[src/rtl/pc_pkg.sv]
// Shared defaults and next-PC select encoding for the fetch-stage PC sequencer.
package pc_pkg;

  localparam int PC_W_DEF      = 8;
  localparam int STEP_DEF      = 1;
  localparam int RESET_VEC_DEF = 0;
  localparam int STACK_D_DEF   = 4;

  // Winning request for the current cycle, chosen by the priority decoder.
  typedef enum logic [2:0] {
    SEL_HOLD = 3'd0,
    SEL_ADV  = 3'd1,
    SEL_JMP  = 3'd2,
    SEL_BR   = 3'd3,
    SEL_CALL = 3'd4,
    SEL_RET  = 3'd5
  } pc_sel_e;

endpackage

[src/rtl/pc_ret_stack.sv]
// LIFO return-address stack. The parent never pushes when full or pops when
// empty, so the pointer needs no saturation logic here.
module pc_ret_stack #(
  parameter int PC_W    = 8,
  parameter int STACK_D = 4
) (
  input  logic            i_clk,
  input  logic            i_reset,
  input  logic            i_push,
  input  logic            i_pop,
  input  logic [PC_W-1:0] i_push_data,
  output logic [PC_W-1:0] o_top,
  output logic            o_full,
  output logic            o_empty
);

  localparam int SP_W  = $clog2(STACK_D + 1);
  localparam int IDX_W = (STACK_D > 1) ? $clog2(STACK_D) : 1;
  localparam int MEM_N = 1 << IDX_W;

  logic [PC_W-1:0]  mem_q [MEM_N];
  logic [PC_W-1:0]  mem_d [MEM_N];
  logic [SP_W-1:0]  sp_q, sp_d;
  logic             full_q, full_d;
  logic             empty_q, empty_d;
  logic [IDX_W-1:0] wr_idx;
  logic [IDX_W-1:0] rd_idx;

  assign wr_idx = IDX_W'(sp_q);
  assign rd_idx = IDX_W'(sp_q - SP_W'(1));

  // Pointer update and the full/empty flags derived from the next pointer.
  always_comb begin
    sp_d = sp_q;
    if (i_push) begin
      sp_d = sp_q + SP_W'(1);
    end else if (i_pop) begin
      sp_d = sp_q - SP_W'(1);
    end
    full_d  = (sp_d == SP_W'(STACK_D));
    empty_d = (sp_d == '0);
  end

  // Write the pushed return address into the slot at the current pointer.
  always_comb begin
    mem_d = mem_q;
    if (i_push) begin
      mem_d[wr_idx] = i_push_data;
    end
  end

  // Storage is deliberately not reset; only the pointer and flags are.
  always_ff @(posedge i_clk) begin
    mem_q <= mem_d;
  end

  // Pointer and flag registers with synchronous reset to the empty state.
  always_ff @(posedge i_clk) begin
    if (i_reset) begin
      sp_q    <= '0;
      full_q  <= 1'b0;
      empty_q <= 1'b1;
    end else begin
      sp_q    <= sp_d;
      full_q  <= full_d;
      empty_q <= empty_d;
    end
  end

  assign o_top   = mem_q[rd_idx];
  assign o_full  = full_q;
  assign o_empty = empty_q;

endmodule

[src/rtl/pc_sequencer.sv]
// Program-counter sequencer: priority decoder -> next-PC mux -> PC register,
// with a return-address stack for call/ret and sticky stack error flags.
module pc_sequencer
  import pc_pkg::*;
#(
  parameter int PC_W      = PC_W_DEF,
  parameter int STEP      = STEP_DEF,
  parameter int RESET_VEC = RESET_VEC_DEF,
  parameter int STACK_D   = STACK_D_DEF
) (
  input  logic            i_clk,
  input  logic            i_reset,
  input  logic            i_stall,
  input  logic            i_adv,
  input  logic            i_jump,
  input  logic            i_branch,
  input  logic            i_cond,
  input  logic [PC_W-1:0] i_offset,
  input  logic            i_call,
  input  logic            i_ret,
  input  logic [PC_W-1:0] i_target,
  output logic [PC_W-1:0] o_pc,
  output logic            o_stk_full,
  output logic            o_stk_empty,
  output logic            o_ovf_err,
  output logic            o_udf_err
);

  logic [PC_W-1:0] pc_q, pc_d;
  logic            ovf_q, ovf_d;
  logic            udf_q, udf_d;
  pc_sel_e         sel;
  logic [PC_W-1:0] pc_seq;
  logic [PC_W-1:0] stk_top;
  logic            stk_full;
  logic            stk_empty;
  logic            stk_push;
  logic            stk_pop;

  assign pc_seq = pc_q + PC_W'(STEP);

  // Pick the single highest-priority request; stall masks everything.
  always_comb begin
    sel = SEL_HOLD;
    if (i_stall) begin
      sel = SEL_HOLD;
    end else if (i_ret) begin
      sel = SEL_RET;
    end else if (i_call) begin
      sel = SEL_CALL;
    end else if (i_jump) begin
      sel = SEL_JMP;
    end else if (i_branch && i_cond) begin
      sel = SEL_BR;
    end else if (i_adv) begin
      sel = SEL_ADV;
    end
  end

  // Stack operations only fire when they can succeed.
  assign stk_push = (sel == SEL_CALL) && !stk_full;
  assign stk_pop  = (sel == SEL_RET) && !stk_empty;

  // Next PC and error flags; failed call/ret fall through to a plain advance.
  always_comb begin
    pc_d  = pc_q;
    ovf_d = ovf_q;
    udf_d = udf_q;
    case (sel)
      SEL_ADV: pc_d = pc_seq;
      SEL_JMP: pc_d = i_target;
      SEL_BR:  pc_d = pc_q + i_offset;
      SEL_CALL: begin
        if (stk_full) begin
          pc_d  = pc_seq;
          ovf_d = 1'b1;
        end else begin
          pc_d = i_target;
        end
      end
      SEL_RET: begin
        if (stk_empty) begin
          pc_d  = pc_seq;
          udf_d = 1'b1;
        end else begin
          pc_d = stk_top;
        end
      end
      default: pc_d = pc_q;
    endcase
  end

  // PC and sticky error registers with synchronous reset.
  always_ff @(posedge i_clk) begin
    if (i_reset) begin
      pc_q  <= PC_W'(RESET_VEC);
      ovf_q <= 1'b0;
      udf_q <= 1'b0;
    end else begin
      pc_q  <= pc_d;
      ovf_q <= ovf_d;
      udf_q <= udf_d;
    end
  end

  pc_ret_stack #(
    .PC_W    (PC_W),
    .STACK_D (STACK_D)
  ) u_ret_stack (
    .i_clk       (i_clk),
    .i_reset     (i_reset),
    .i_push      (stk_push),
    .i_pop       (stk_pop),
    .i_push_data (pc_seq),
    .o_top       (stk_top),
    .o_full      (stk_full),
    .o_empty     (stk_empty)
  );

  assign o_pc        = pc_q;
  assign o_stk_full  = stk_full;
  assign o_stk_empty = stk_empty;
  assign o_ovf_err   = ovf_q;
  assign o_udf_err   = udf_q;

endmodule

[config.mk]
export PLATFORM = sky130hd
export DESIGN_NAME = pc_sequencer
export DESIGN_NICKNAME = d
export VERILOG_FILES = /design/src/rtl/pc_pkg.sv /design/src/rtl/pc_ret_stack.sv /design/src/rtl/pc_sequencer.sv
export SDC_FILE = /design/constraint.sdc
export NUM_CORES = 1
export LEC_CHECK = 0
export BUFFER_PORTS_ARGS = -buffer_cell sky130_fd_sc_hd__buf_2
export CELL_PAD_IN_SITES_DETAIL_PLACEMENT = 1
export CELL_PAD_IN_SITES_GLOBAL_PLACEMENT = 1
export CORE_MARGIN = 2
export CORE_UTILIZATION = 46
export DETAILED_ROUTE_END_ITERATION = 6
export PLACE_DENSITY = 0.78
export SLEW_MARGIN = 20
export SYNTH_ARGS = -nofsm -noshare
export SYNTH_HDL_FRONTEND = slang
export SYNTH_SLANG_ARGS = --single-unit
[constraint.sdc]
create_clock -name i_clk -period 3.5 [get_ports i_clk]
set_clock_uncertainty 0.1 [all_clocks]
set_input_delay 0.35 -clock i_clk [delete_from_list [all_inputs] [get_ports i_clk]]
set_output_delay 0.35 -clock i_clk [all_outputs]
set_load 0.05 [all_outputs]
==> impl_metrics.py, run 1 <==
metrics = {
    "clock_tree": {
        "cts.htree.levels": 2,
        "post_cts_buffers": 0,
        "cts.repair.resized": 0,
        "clk_pin_slew_worst_paths_ps": 100,
        "cts_sinks": 47,
        "cts_tree": "built",
        "hold_buffers": 0,
        "clk_latency_ps": 310,
        "root_buffer": "clkbuf_8",
        "ctsLongestPathBuffers": 2,
        "cts_buffers": 5,
    },
    "timing": {
        "finalHoldViolCount": 0,
        "period_share_pct": 68.35,
        "worst_pin_slew_ps": 656.2,
        "whs_ps": 251.2,
        "fin_ws_ps": 1108,
        "min_period_ps": 2392,
        "setup_tns_ps": 0,
        "maxSlewViolCount": 0,
        "setup_viol": 0,
        "slew_headroom_pct": 56.14,
        "rsz0062_at_grt": "no",
        "fmax_mhz": 418.0,
    },
    "route": {
        "wirelength_mm": 6.020,
        "drt_first_pass_iters": 4,
        "via_count": 1843,
        "via_per_inst": 5.759,
        "drt_iter0_drc": 93,
        "wl_per_cell_um": 18.81,
        "drtAntennaViolNets": 0,
        "drcViolationCount": 0,
    },
    "global_routing": {
        "grt_util_all_layers_pct": 21.09,
        "grt_pass1_wl_mm": 9.811,
        "grt_overflow": 0,
        "grt_max_degree": 19,
        "grt_pass1_vias": 1903,
        "antenna_found_initial": 0,
    },
    "placed_design": {
        "io_buffer_count": 36,
        "place_ws_ps": 1091,
        "dpl.hpwl_mm": 4.650,
        "gp_congestion": 0.7724,
    },
    "synth": {
        "synth_fp_nets": 246,
        "yosys.area.top_type": "edfxtp_1",
        "synthMostInstantiatedCell": "edfxtp_1",
        "synthCells": 208,
        "synth-main-ff-cell": "edfxtp_1",
        "netlist_top_cells_area": "edfxtp_1, dfxtp_1, mux4_2",
        "synth_area_um2": 2541,
        "ys_seq_area_share_pct": 49.63,
        "syn_area_per_cell_um2": 12.22,
        "synth_edf_count": 32,
        "yosysTopAreaCellShare_pct": 37.81,
        "synth_commonest_cells": "edfxtp_1, dfxtp_1, nor2_1",
        "ys_ff_latch": 47,
        "yosysWarnings": 0,
        "synth.distinct_cells": 51,
        "async_flop_share_pct": 0,
    },
    "cells_and_area": {
        "filler_cell_count": 594,
        "antenna_cells": 0,
        "syn2layout_area_growth_pct": 13.74,
        "nets": 285,
        "drive_above_1_share_pct": 25.40,
    },
    "run": {
        "maxCapViolations": 0,
    },
    "setup_path": {
        "worst_setup_path_end_kind": "flop",
        "critPathMaxStageDelay_ps": 570,
        "startpoint_type": "flop",
        "crit_fanout": 13,
        "path_cells": "buf_4 > inv_1 > ha_1 > mux4_2 > a222oi_1 > a21boi_1 > o21ai_1",
        "critPathRequiredTime_ps": 3590,
        "critPathKind": "flop to flop",
        "cp.arrival_ps": 2480,
        "worst_path_max_delay_cell": "ha_1",
    },
    "floorplan": {
        "die_w_um": 78.33,
        "num_io_pins": 37,
        "start_util_pct": 47.01,
        "die_h_um": 78.33,
        "dieArea_um2": 6135,
        "rows": 27,
        "core_area_um2": 5405,
    },
    "pwr": {
        "p_total_mw": 1.249,
        "p_per_area_nw_per_um2": 432.1,
        "p_leak_nw": 1.112,
        "ir_drop_v": 0.0002666,
    },
    "hold_path": {
        "hold_path_class": "primary input to flop",
    },
    "run_status": {
        "status": "complete, no violations",
    },
}
layout by cell type, fill, tap and decap left out, drive strengths merged, types with 3 or more instances in the layout:
cell type  Yosys  routed
a211oi         5       5
a21oi         13      13
a222oi         4       4
a22o           3       3
a31oi          7       7
and2           6       6
buf            5      38
clkbuf         1       5
dfxtp         15      15
edfxtp        32      32
ha            12      12
inv            8      11
mux4           8       8
nand2         12      12
nand3          6       6
nor2          15      15
nor3           5       5
nor4           3       3
o21ai          7       7
xnor2          3       3
xor2          10      10
report_power, final:
| group | leakage (nW) | switching, mW | internal [mW] |
|---|---|---|---|
| logic | 0.645 | 0.161 | 0.0948 |
| registers | 0.416 | 0.0217 | 0.618 |
| clock network | 0.0511 | 0.202 | 0.151 |
kinds of logic (layout without fill, tap and decap cells):
family / after synthesis / count (layout) / share of synthesized area, %
AO/OA/AOI/OAI: 54 / 54 / 16.05
XOR/XNOR: 13 / 13 / 4.481
adder cells (fa/ha/maj): 13 / 13 / 6.696
buffers and inverters: 14 / 54 / 2.511
flip-flops: 47 / 47 / 49.63
multiplexers: 11 / 11 / 8.321
AND/OR/NAND/NOR: 56 / 56 / 12.31
layout make-up:
class	instances	area (um^2)	share of cell area, %
clock buffers	5	68.82	2.381
clock inverters	3	28.78	0.9957
inverters	8	30.03	1.039
multi-input cells	147	1216	42.08
flip-flops and latches	47	1261	43.64
well taps	72	90.09	3.117
repair buffers	38	195.2	6.753
state kept, by name, indices dropped and copies added, names as in the netlist:
register             flops
o_ovf_err                1
o_pc                     8
o_udf_err                1
u_ret_stack.mem_q       32
u_ret_stack.o_empty      1
u_ret_stack.o_full       1
u_ret_stack.sp_q         3
per-stage QoR:
step                      instance area, um^2  utilization, %  std cells
after floorplan                          2541               -        208
after global placement                   2793           51.67        312
after detailed placement                 2793           51.67        312
after CTS                                2890           53.47        320
after global routing                     2890           53.47        320
final                                    2890           53.47        320
worst max-delay path: cells and delay by family (launching register included):
| family | cells | cell delay [ps] |
|---|---|---|
| buffers and inverters | 2 | 350 |
| AOI/OAI and AO/OA | 3 | 580 |
| muxes | 1 | 360 |
| adders and majority gates | 1 | 570 |
| DFF | 1 | 320 |
path summary, 6_finish.rpt:
check	startpoint	endpoint	slack, ps	cells past startpoint
max reg2reg	u_ret_stack.sp_q[0]	o_pc[7]	1110	7
min	i_target[0]	o_pc[0]	250	3
max	u_ret_stack.sp_q[0]	o_pc[7]	1110	7
min reg2reg	o_ovf_err	o_ovf_err	380	2
layer usage:
layer | wire length, um | part of all wire (%) | GRT usage (%)
met5 | 0 | 0 | 0
met4 | 93 | 1.5 | 7.544
met3 | 114 | 1.9 | 2.414
met2 | 3068 | 51 | 35.34
met1 | 2744 | 46 | 28.52
(Power assumes the default switching activity.)
==> run 2: changes to the inputs <==
Settings changed: ABC_AREA from default to 1, CORE_UTILIZATION 46 to 42, PLACE_DENSITY 0.78 to 0.77.
Clock period 3.5 ns to 2.5 ns, I/O delays scaled along.
==> run 2 against run 1 <==
Compared with the run above:
- non-clock buffer count up 2
- critical path depth up 1
- final area grew 7.1%
- synthesized cell count increased by 66%
- critical path type unchanged
- highest routed layer unchanged
==> impl_metrics.py, run 2 <==
metrics = {
    "synth": {
        "synth.distinct_cells": 32,
        "async_flop_share_pct": 0,
        "netlist_top_cells_area": "edfxtp_1, nand2_1, dfxtp_1",
        "synth_simple_gate_area_share_pct": 31.80,
        "synth_xor_area_share_pct": 2.249,
        "synthMuxAreaShare_pct": 0,
        "yosysWarnings": 0,
        "synthCells": 346,
        "yosysTopAreaCellShare_pct": 35.25,
        "synth_compound_area_share_pct": 5.140,
        "synth_fp_nets": 384,
        "synth-main-ff-cell": "edfxtp_1",
        "synth_edf_count": 32,
        "synthMostInstantiatedCell": "nand2_1",
        "ys_ff_latch": 47,
        "ys_seq_area_share_pct": 46.26,
        "synth_area_um2": 2726,
        "synth_top_family_by_area": "simple AND/OR/NAND/NOR gates",
        "yosys.area.top_type": "edfxtp_1",
        "syn_area_per_cell_um2": 7.880,
        "synth_commonest_cells": "nand2_1, nand3_1, nor2_1",
        "synthAdderAreaFrac_pct": 6.241,
    },
    "hold_path": {
        "hp-start": "i_target[2]",
        "hold_path_depth": 3,
        "hold_path_class": "primary input to flop",
    },
    "cells_and_area": {
        "fin_area_um2": 3094,
        "regMostFlops": "u_ret_stack.mem_q",
        "drive_above_1_share_pct": 16.75,
        "largest_reg_flops": 32,
        "fin_cells": 465,
        "layout_commonest_cell": "nand2_1",
        "syn2layout_area_growth_pct": 13.49,
        "layout_common_cells": "nand2_1, nand3_1, nor2_1",
        "antenna_cells": 0,
        "nets": 425,
    },
    "clock_tree": {
        "clk_latency_ps": 300,
        "cts_sinks": 47,
        "post_cts_buffers": 0,
        "cts_tree": "built",
        "ctsLongestPathBuffers": 2,
        "cts.repair.resized": 0,
        "hold_buffers": 0,
        "root_buffer": "clkbuf_8",
        "cts.htree.levels": 2,
        "cts_buffers": 5,
        "clk_pin_slew_worst_paths_ps": 90,
    },
    "setup_path": {
        "timing.rr.start": "u_ret_stack.sp_q[1]",
        "worst-path-stages": 8,
        "critPathTopFamily": "buffers and inverters",
        "cp.arrival_ps": 2240,
        "worst_setup_path_end_kind": "flop",
        "startpoint_type": "flop",
        "critPathMaxStageDelay_ps": 470,
        "critPathKind": "flop to flop",
        "crit_fanout": 10,
        "r2r_cells": 8,
        "critPathRequiredTime_ps": 2640,
        "worst_path_max_delay_cell": "ha_1",
        "path_cells": "inv_1 > ha_1 > clkinv_1 > nand2_1 > o21ai_1 > a21oi_2 > nand2_1 > o21ai_1",
        "cp-startpoint": "u_ret_stack.sp_q[1]",
        "crit_buf_inv": 2,
    },
    "timing": {
        "finalHoldViolCount": 0,
        "worst_pin_slew_ps": 803.2,
        "whs_ps": 148.6,
        "fin_ws_ps": 403.3,
        "rsz0062_at_grt": "no",
        "period_share_pct": 83.87,
        "slew_headroom_pct": 46.25,
        "maxSlewViolCount": 0,
        "min_period_ps": 2097,
        "setup_tns_ps": 0,
        "setup_viol": 0,
        "fmax_mhz": 476.9,
    },
    "global_routing": {
        "grt_max_degree": 19,
        "grt_pass1_wl_mm": 11.59,
        "grt_pass1_vias": 2440,
        "grt_overflow": 0,
        "antenna_found_initial": 0,
        "grt_util_all_layers_pct": 20.45,
    },
    "placed_design": {
        "placed_area_um2": 2987,
        "place_ws_ps": 417.0,
        "dp.cells": 457,
        "gp_congestion": 0.7600,
        "io_buffer_count": 36,
        "dpl.hpwl_mm": 5.556,
    },
    "route": {
        "wirelength_mm": 7.038,
        "drt_iter0_drc": 100,
        "drtAntennaViolNets": 0,
        "wl_per_cell_um": 15.14,
        "drt_first_pass_iters": 4,
        "drcViolationCount": 0,
        "via_per_inst": 5.092,
        "via_count": 2368,
    },
    "floorplan": {
        "core_area_um2": 6314,
        "num_io_pins": 37,
        "dieArea_um2": 7152,
        "start_util_pct": 43.18,
        "die_w_um": 84.57,
        "rows": 29,
        "die_h_um": 84.57,
    },
    "pwr": {
        "p_per_area_nw_per_um2": 620.4,
        "ir_drop_v": 0.0004211,
        "p_leak_nw": 1.441,
    },
    "run_status": {
        "status": "complete, no violations",
    },
    "run": {
        "maxCapViolations": 0,
    },
}
[run 2: cell types whose count changed in the layout (fill, tap and decap cells not counted), moves of 4 or more]
cell	previous run	this run
nor2_1	14	40
nand2_1	12	98
a222oi_1	4	0
a31oi_1	7	0
inv_1	8	39
a211oi_1	4	0
nand3_1	6	45
nor3_1	5	0
xor2_1	10	2
and2_1	6	0
inv_2	0	7
mux4_2	8	0
[run 2: routing by layer]
| metal | part of all wire (%) | GRT usage (%) | routed length, um | up-vias |
|---|---|---|---|---|
| met5 | 0 | 0 | 0 | - |
| li1 | - | - | - | 1198 |
| met3 | 3.5 | 3.343 | 244 | 10 |
| met1 | 45 | 26.07 | 3179 | 1119 |
| met4 | 1.6 | 5.483 | 112 | 0 |
| met2 | 50 | 35.93 | 3501 | 41 |
[run 2: path summary, 6_finish.rpt]
| kind | to | slack [ps] |
|---|---|---|
| min reg2reg | o_ovf_err | 380 |
| max | u_ret_stack.o_empty | 400 |
| min | o_pc[2] | 150 |
| max reg2reg | u_ret_stack.o_empty | 400 |
[run 2: cell families after synthesis]
logic type | count (synthesis)
flops | 47
simple gates | 199
buf+inv | 54
fa+ha+maj | 13
xor+xnor | 7
compound gates | 26
[run 2: area by class of cell]
| class | count | area [um^2] |
|---|---|---|
| clock buffer | 5 | 68.82 |
| sequential | 47 | 1261 |
| fill | 820 | 3219 |
| timing repair buffer | 40 | 210.2 |
| tap | 77 | 96.34 |
| clock inverter | 3 | 38.79 |
| multi-input combinational | 245 | 1239 |
| inverter | 48 | 180.2 |
[run 2: worst register-to-register path, delay by kind of cell (launching register included)]
family	cells	cell delay (ps)
AO/OA/AOI/OAI	3	360
flip-flops	1	360
AND/OR/NAND/NOR	2	260
buffers and inverters	2	480
adder cells (fa/ha/maj)	1	470
[run 2: where the power goes]
part	switching, mW	internal, mW	total [mW]	leakage [nW]
Combinational	0.324	0.146	0.470	0.970
Sequential	0.0326	0.874	0.907	0.415
Clock	0.251	0.293	0.544	0.0556
Total	0.607	1.31	1.92	1.44
[run 2: per-stage QoR]
| stage | power, mW | util (%) |
|---|---|---|
| after floorplan | 1.262 | - |
| after global placement | 1.381 | 47.30 |
| after detailed placement | 1.398 | 47.30 |
| after CTS | 1.935 | 49.01 |
| after global routing | 2.021 | 49.01 |
| final | 1.920 | 49.01 |
==> run 3: changes to the inputs <==
Settings changed: ABC_AREA 1 to 0, CORE_UTILIZATION 42 to 41, PLACE_DENSITY 0.77 to 0.73.
Clock period 2.5 ns to 1.8 ns, I/O delays scaled along.
==> run 3 against run 2 <==
Compared with the run above:
- the flow now finishes with violations (setup timing)
- first-iteration DRC count decreased by 14%
- clock power increased by 33%
- worst hold slack got worse by 130 ps
- utilization increased by 6.9 points
- final area increased by 7.5%
- global-route usage increased by 0.88 points
- largest power group unchanged
- routed wire length decreased by 3.5%
- worst setup slack got worse by 450 ps
==> impl_metrics.py, run 3 (same netlist as run 1, synthesis figures left out) <==
metrics = {
    "route": {
        "via_per_inst": 5.694,
        "via_count": 2010,
        "drt_first_pass_iters": 4,
        "drtAntennaViolNets": 0,
        "drt_iter0_drc": 86,
        "wl_per_cell_um": 19.25,
        "wirelength_mm": 6.795,
        "drcViolationCount": 0,
    },
    "timing": {
        "fmax_mhz": 542.7,
        "min_period_ps": 1843,
        "maxSlewViolCount": 0,
        "setup_tns_ps": -86.08,
        "period_share_pct": 102.4,
        "slew_headroom_pct": 67.60,
        "finalHoldViolCount": 0,
        "fin_ws_ps": -42.61,
        "setup_viol": 3,
        "worst_pin_slew_ps": 484.8,
        "rsz0062_at_grt": "yes",
        "whs_ps": 20.03,
    },
    "pwr": {
        "p_int_mw": 1.779,
        "clkPwrFrac_pct": 27.7,
        "p_per_area_nw_per_um2": 783.6,
        "switchingPower_uw": 828.4,
        "power_frac_comb_pct": 24.6,
        "seq_power_share_pct": 47.7,
        "ir_drop_v": 0.0004383,
        "p_leak_nw": 1.300,
        "switching_share_pct": 31.77,
        "p_total_mw": 2.607,
    },
    "floorplan": {
        "die_h_um": 82.73,
        "die_w_um": 82.73,
        "dieArea_um2": 6843,
        "start_util_pct": 42.67,
        "rows": 28,
        "core_area_um2": 5956,
        "num_io_pins": 37,
    },
    "cells_and_area": {
        "layout_common_cells": "buf_2, edfxtp_1, buf_4",
        "utilization_pct": 55.86,
        "nets": 315,
        "fin_cells": 353,
        "drive_above_1_share_pct": 43.88,
        "antenna_cells": 0,
        "largest_reg_flops": 32,
        "filler_cell_count": 646,
        "layout_commonest_cell": "buf_2",
        "syn2layout_area_growth_pct": 30.92,
        "regMostFlops": "u_ret_stack.mem_q",
    },
    "placed_design": {
        "dpl.hpwl_mm": 5.203,
        "dp.cells": 341,
        "gp_congestion": 0.7890,
        "io_buffer_count": 36,
    },
    "hold_path": {
        "hold_path_class": "primary input to flop",
    },
    "global_routing": {
        "grt_max_degree": 19,
        "grt_util_all_layers_pct": 21.33,
        "grt_pass1_wl_mm": 10.66,
        "grt_overflow": 0,
        "use_met3_pct": 3.696,
        "gr-usage-met1_pct": 27.30,
        "antenna_found_initial": 0,
        "grt_pass1_vias": 2071,
        "use_met2_pct": 37.02,
        "grt.busiest_layer": "met2",
    },
    "clock_tree": {
        "hold_buffers": 0,
        "cts_sinks": 47,
        "ctsLongestPathBuffers": 2,
        "cts_tree": "built",
        "cts.htree.levels": 2,
        "root_buffer": "clkbuf_8",
        "clk_latency_ps": 310,
        "clk_pin_slew_worst_paths_ps": 110,
        "cts_buffers": 5,
    },
    "run_status": {
        "status": "finished with violations",
        "violations": "setup timing",
    },
    "setup_path": {
        "worst_setup_path_end_kind": "flop",
        "critPathRequiredTime_ps": 1910,
        "startpoint_type": "flop",
        "critPathKind": "flop to flop",
        "crit_fanout": 3,
        "cp.arrival_ps": 1950,
    },
    "run": {
        "maxCapViolations": 0,
    },
}
run 3: layout make-up:
class,count,area [um^2],area share [%]
clock inverter,3,31.28,0.9402
inverter,8,35.03,1.053
sequential,47,1275,38.32
tap,75,93.84,2.821
multi-input combinational,147,1333,40.05
timing repair buffer,68,490.5,14.74
clock buffer,5,68.82,2.068
run 3: power groups by stage:
stage                     clock, mW  sequential, mW  combinational [mW]
after floorplan                   0            1.34               0.303
after global placement            0            1.26               0.588
after detailed placement          0            1.27               0.603
after CTS                     0.750            1.24               0.618
after global routing          0.782            1.25               0.696
final                         0.723            1.24               0.641
run 3: routing by layer:
metal / vias up / wire (um)
met5: - / 0
met4: 0 / 85
met3: 8 / 176
met2: 27 / 3457
met1: 1020 / 3076
li1: 955 / -
run 3: repair_timing:
action / 4_1_cts / 5_1_grt
gates resized for setup: 3 / 17
buffers inserted: 2 / 2
endpoints found under the setup margin: 8 / 51
pin swaps: 3 / 9
run 3: worst paths after layout:
kind	end	depth (start not counted)	slack (ps)	start
worst max-delay path	o_pc[4]	7	-40	o_pc[0]
worst min-delay path	o_udf_err	2	20	i_reset
worst min register to register	o_udf_err	2	380	o_udf_err
worst max register to register	o_pc[4]	7	-40	o_pc[0]
run 3: per-stage QoR:
step,setup slack [ps],area [um^2]
global placement,-26.63,3118
CTS,-51.54,3241
global route,-146.0,3327
floorplan,-102.2,2623
detailed placement,-49.24,3118
finish,-42.61,3327
run 3: critical path, cell delays in order, from the launching register on:
cell and delay [ps]:
dfxtp_4 370, ha_4 160, fa_2 370, a21o_1 190, a21oi_2 150, xnor2_1 90, a221oi_2 250, nor2_1 70
